$ cat config.mk
export PLATFORM = sky130hd
export DESIGN_NAME = universal_shift_reg
export DESIGN_NICKNAME = d
export VERILOG_FILES = /design/src/rtl/usr_pkg.sv /design/src/rtl/usr_shift_step.sv /design/src/rtl/universal_shift_reg.sv
export SDC_FILE = /design/constraint.sdc
export NUM_CORES = 1
export LEC_CHECK = 0
export BUFFER_PORTS_ARGS = -buffer_cell sky130_fd_sc_hd__buf_2
export CORE_AREA = 2 2 78 80
export CTS_CLUSTER_SIZE = 14
export DETAILED_ROUTE_END_ITERATION = 8
export DIE_AREA = 0 0 80 82
export PLACE_DENSITY_LB_ADDON = 0.12
export RECOVER_POWER = 50
export SLEW_MARGIN = 15
export SYNTH_ARGS = -nofsm -noshare
export SYNTH_HDL_FRONTEND = slang
export SYNTH_SLANG_ARGS = --single-unit
$ cat constraint.sdc
create_clock -name clk -period 2.8 [get_ports clk]
set_input_delay 0.14 -clock clk [delete_from_list [all_inputs] [get_ports clk]]
set_output_delay 0.14 -clock clk [all_outputs]
set_load 0.02 [all_outputs]
$ cat src/rtl/usr_pkg.sv
// Shared types for the universal shift register: mode encoding, FSM states
// and the burst-mode qualifier used by the top level.
package usr_pkg;

  typedef enum logic [2:0] {
    HOLD = 3'd0,
    SHR  = 3'd1,
    SHL  = 3'd2,
    LOAD = 3'd3,
    ROR  = 3'd4,
    ROL  = 3'd5,
    ASR  = 3'd6,
    RSVD = 3'd7
  } usr_mode_e;

  typedef enum logic {
    IDLE = 1'b0,
    RUN  = 1'b1
  } usr_state_e;

  // Only single-bit step modes can be repeated as a counted burst.
  function automatic logic is_burst_mode(usr_mode_e mode);
    return (mode inside {SHR, SHL, ROR, ROL, ASR});
  endfunction

endpackage

$ cat src/rtl/usr_shift_step.sv
// Combinational next-value function for one register update; shared by the
// direct path and the burst path so both apply identical step semantics.
module usr_shift_step
  import usr_pkg::*;
#(
  parameter int WIDTH = 8
) (
  input  logic [WIDTH-1:0] q_i,
  input  usr_mode_e        mode_i,
  input  logic             sl_i,
  input  logic             sr_i,
  input  logic [WIDTH-1:0] par_i,
  output logic [WIDTH-1:0] q_o
);

  always_comb begin
    q_o = q_i;
    case (mode_i)
      SHR:     q_o = {sl_i, q_i[WIDTH-1:1]};
      SHL:     q_o = {q_i[WIDTH-2:0], sr_i};
      LOAD:    q_o = par_i;
      ROR:     q_o = {q_i[0], q_i[WIDTH-1:1]};
      ROL:     q_o = {q_i[WIDTH-2:0], q_i[WIDTH-1]};
      ASR:     q_o = {q_i[WIDTH-1], q_i[WIDTH-1:1]};
      default: q_o = q_i;
    endcase
  end

endmodule

$ cat src/rtl/universal_shift_reg.sv
// WIDTH-bit universal shift register with a direct mode (one step per edge)
// and a counted burst mode. All state updates on the falling clock edge.
module universal_shift_reg
  import usr_pkg::*;
#(
  parameter int WIDTH = 8,
  parameter int CNT_W = $clog2(WIDTH + 1)
) (
  input  logic             clk,
  input  logic             rst_n,
  input  logic [2:0]       m,
  input  logic             sl,
  input  logic             sr,
  input  logic [WIDTH-1:0] par_in,
  input  logic             start,
  input  logic [CNT_W-1:0] amount,
  output logic [WIDTH-1:0] par_out,
  output logic             ser_out_l,
  output logic             ser_out_r,
  output logic             busy,
  output logic             done,
  output usr_state_e       dbg_state_o
);

  localparam logic [CNT_W-1:0] WIDTH_C = CNT_W'(WIDTH);

  // Handshake: start is sampled only while busy=0; a burst-mode start makes
  // busy rise after that edge, and done pulses for the one cycle after the
  // edge that completes the burst (the same edge that drops busy).
  usr_state_e       state_q, state_d;
  logic [CNT_W-1:0] cnt_q, cnt_d;
  usr_mode_e        bmode_q, bmode_d;
  logic [WIDTH-1:0] q_q, q_d;
  logic             done_q, done_d;
  usr_mode_e        step_mode;
  logic [WIDTH-1:0] step_q;

  usr_shift_step #(.WIDTH(WIDTH)) u_step (
    .q_i    (q_q),
    .mode_i (step_mode),
    .sl_i   (sl),
    .sr_i   (sr),
    .par_i  (par_in),
    .q_o    (step_q)
  );

  always_comb begin
    state_d   = state_q;
    cnt_d     = cnt_q;
    bmode_d   = bmode_q;
    q_d       = q_q;
    done_d    = 1'b0;
    step_mode = usr_mode_e'(m);
    case (state_q)
      IDLE: begin
        if (start && is_burst_mode(usr_mode_e'(m))) begin
          bmode_d = usr_mode_e'(m);
          cnt_d   = (amount > WIDTH_C) ? WIDTH_C : amount;
          state_d = RUN;
        end else begin
          q_d = step_q;
        end
      end
      RUN: begin
        step_mode = bmode_q;
        if (cnt_q == '0) begin
          done_d  = 1'b1;
          state_d = IDLE;
        end else begin
          q_d   = step_q;
          cnt_d = cnt_q - CNT_W'(1);
          if (cnt_q == CNT_W'(1)) begin
            done_d  = 1'b1;
            state_d = IDLE;
          end
        end
      end
      default: state_d = IDLE;
    endcase
  end

  always_ff @(negedge clk or negedge rst_n) begin
    if (!rst_n) begin
      state_q <= IDLE;
      cnt_q   <= '0;
      bmode_q <= HOLD;
      q_q     <= '0;
      done_q  <= 1'b0;
    end else begin
      state_q <= state_d;
      cnt_q   <= cnt_d;
      bmode_q <= bmode_d;
      q_q     <= q_d;
      done_q  <= done_d;
    end
  end

  assign par_out     = q_q;
  assign ser_out_l   = q_q[WIDTH-1];
  assign ser_out_r   = q_q[0];
  assign busy        = (state_q == RUN);
  assign done        = done_q;
  assign dbg_state_o = state_q;

endmodule

==> impl_summary.txt <==
----------------------------------------------------
[Floorplanning]
  Placement row count ... 28
  Area of the die ... 6560 sq um
  Floorplan die width ... 80 um
  I/O pin total ... 33
  Vertical extent of the die ... 82 um
  Starting density of the core ... 22.5%
  Core area ... 5750 sq um

[CTS]
  Hold-fix buffers at CTS ... 0
  Post-CTS Resized ... 0
  Root Buffer ... clkbuf_8
  CTS tree ... yes
  Clock buffer depth ... 2
  Setup Fix Bufs, Post-CTS ... 0
  H-tree level count ... 1
  TritonCTS Sinks ... 17
  Clock transition at the registers of the reported paths ... 50 ps
  Total clock buffers created by CTS ... 3
  Source-to-sink clock delay at the later pin of the worst-skew pair ... 270 ps

[Placed design]
  HPWL after DPL ... 2950 um
  IO buf count ... 32
  Number of placed instances, taps included ... 255
  GPL Wtd Cong ... 0.782

[STA]
  Final setup viols ... 0
  Worst-case headroom to the max-slew limit ... 27.4%
  Transition time at the pin with the least slew margin ... 1090 ps
  Endpoints failing hold ... 0
  Final Hold Slack ... 555 ps
  RSZ-0062 raised after global routing ... no
  Final Slew Violations ... 0
  Final clock skew ... 5.90 ps

[Drt]
  Routed length per placed instance ... 15.1 um
  Count of routing violations after the opening detailed-route iteration ... 64
  Final Routed Wirelength ... 3900 um
  Drt pass-1 iters ... 4
  Total number of vias ... 1,316
  Vias per std cell ... 5.08
  Number of remaining DRC errors ... 0
  Final ANT Viol Nets ... 0

[Synthesis]
  Post-synthesis area per instance ... 9.03 sq um
  Synth Area in Adders ... 2.91%
  Combinational family with the most area after synthesis ... compound AO/OA/AOI/OAI gates
  Area share of the largest cell type after synthesis ... 32.9%
  Total nets after synthesis ... 166
  Netlist area before placement ... 1290 sq um
  Syn Inst Count ... 143
  Top cells by area in the synthesized netlist ... dfrtn_1 33%, a31oi_1 8.2%, o21ai_0 5.8%
  Fraction of synthesized cell area in xor and xnor cells ... 1.36%
  Distinct cell type count of the synthesized netlist ... 40
  Library cell with the largest summed area after synthesis ... dfrtn_1
  Fraction of registers with async set/reset ... 100%
  Number of warnings printed during yosys synthesis ... 0
  Synth Register Bits ... 17
  Sequential share of the synthesized area ... 32.9%
  Mux cell area share after synthesis ... 8.14%
  Prevailing post-synth register cell ... dfrtn_1
  Number of synthesized flops with an enable pin ... 0
  Post-Synth Simple-Gate Area ... 21.0%
  Share of the synthesized area in compound gates (AO/OA/AOI/OAI) ... 27.8%

[Power and ir drop]
  Pwr dens ... 1230 nW/um^2
  Worst ir drop on vdd ... 0.378 mV
  Static Leakage ... 0.673 nW

[Worst hold path]
  Worst hold path stage count ... 2
  Min-delay worst type ... flip-flop to flip-flop

[Finish]
  Most common cell after layout, fill and taps aside ... buf_2
  Final net count ... 208
  Count of placed standard cells in the final layout, fillers left out ... 259
  Share of post-route cells with drive strength above 1 ... 31.5%
  Leading cell types in the layout, fill and taps excluded ... 29 x buf_2, 17 x a31oi_1, 17 x dfrtn_1
  Count of filler cells inserted in the layout ... 635
  Syn-to-layout area delta ... 27.8%
  Antenna cells ... 0

[Global route]
  First-pass GRT wire length ... 6390 um
  All-Layer GR Usage ... 12.5%
  Number of global-route vias before repair ... 1,268
  Initial antenna violation count ... 0
  GRT overflow ... 0
  Pin count of the biggest net entering global routing ... 18

[Setup path]
  Startpoint type of the worst setup path ... input port
  CP Data Required Time ... 1500 ps
  Worst Reg-to-Reg Cells ... 5
  Category of the critical setup timing path ... input port to flip-flop
  Worst path arrival time ... 1410 ps
  Largest fanout of any net on the critical path ... 7
  Critical path endpoint category ... flip-flop

[Run status]
  Run status ... finished clean

[Flow run]
  Count of maximum capacitance violations ... 0

----------------------------------------------------
## state kept, by name, indices dropped and copies added, names as in the netlist
signal / flops
bmode_q: 3
busy: 1
cnt_q: 4
done: 1
par_out: 8
## final timing paths
| path | from | endpoint | slack (ps) |
|---|---|---|---|
| worst max register to register | busy$_DFF_NN0_ | par_out[1]$_DFFE_NN0P_ | 840 |
| worst min-delay path | par_out[3]$_DFFE_NN0P_ | par_out[3]$_DFFE_NN0P_ | 550 |
| min in group asynchronous | rst_n | bmode_q[0]$_DFFE_NN0P_ | 1330 |
| max in group asynchronous | rst_n | done$_DFF_NN0_ | 790 |
| worst max-delay path | m[2] | par_out[6]$_DFFE_NN0P_ | 90 |
| worst min register to register | par_out[3]$_DFFE_NN0P_ | par_out[3]$_DFFE_NN0P_ | 550 |
## report_power, final
part | internal, W | switching, W
combinational | 0.000555 | 0.000731
sequential | 0.000387 | 0.000164
clock | 0.0000989 | 0.0000945
## synthesized netlist by cell type, types with 4 or more instances
master / instances
nor2b_1: 4
nor2_1: 6
inv_1: 5
dfrtn_1: 17
nor3_1: 7
nand3_1: 4
a32oi_1: 6
a21oi_1: 7
nand2_1: 8
o21ai_0: 15
a31oi_1: 17
## final cells by class
type                       count  area, sq um  area share, %
multi-input combinational    112          796           48.2
sequential                    17          425           25.8
timing repair buffer          46          270           16.4
tap                           75         93.8           5.69
clock buffer                   3         41.3           2.50
inverter                       5         18.8           1.14
clock inverter                 1         5.00          0.303
## per-layer routing
layer  GRT usage [%]  part of all wire, %  vias up
met2            21.3                   48       37
li1                -                    -      635
met3            3.08                  4.8        2
met4            2.03                 0.38        0
met1            16.2                   47      642
met5               0                    0        -
## stage by stage
stage	cell area (sq um)	worst slack [ps]	utilization, %	power (W)	TNS, ps
floorplan	1290	1.31	-	0.00147	0
global placement	1610	-181	28.0	0.00182	-1300
detailed placement	1610	-244	28.0	0.00184	-1660
CTS	1650	62.2	28.8	0.00205	0
global route	1650	26.4	28.7	0.00222	0
finish	1650	90.6	28.7	0.00203	0
## worst max-delay path, cell delays in order
cell and delay, ps:
buf_2 100, or3_1 450, a31oi_4 230, and3_1 350, a31oi_1 140
## cell families (layout without fill, tap and decap cells)
kind of cell | Yosys count | after routing
xor gates and xnor gates | 2 | 2
DFF | 17 | 17
muxes | 6 | 6
and+or+nand+nor | 47 | 47
buffers and inverters | 14 | 55
adders and majority gates | 3 | 3
AOI/OAI and AO/OA | 54 | 54
No activity file was read; power rests on OpenSTA's default activity.
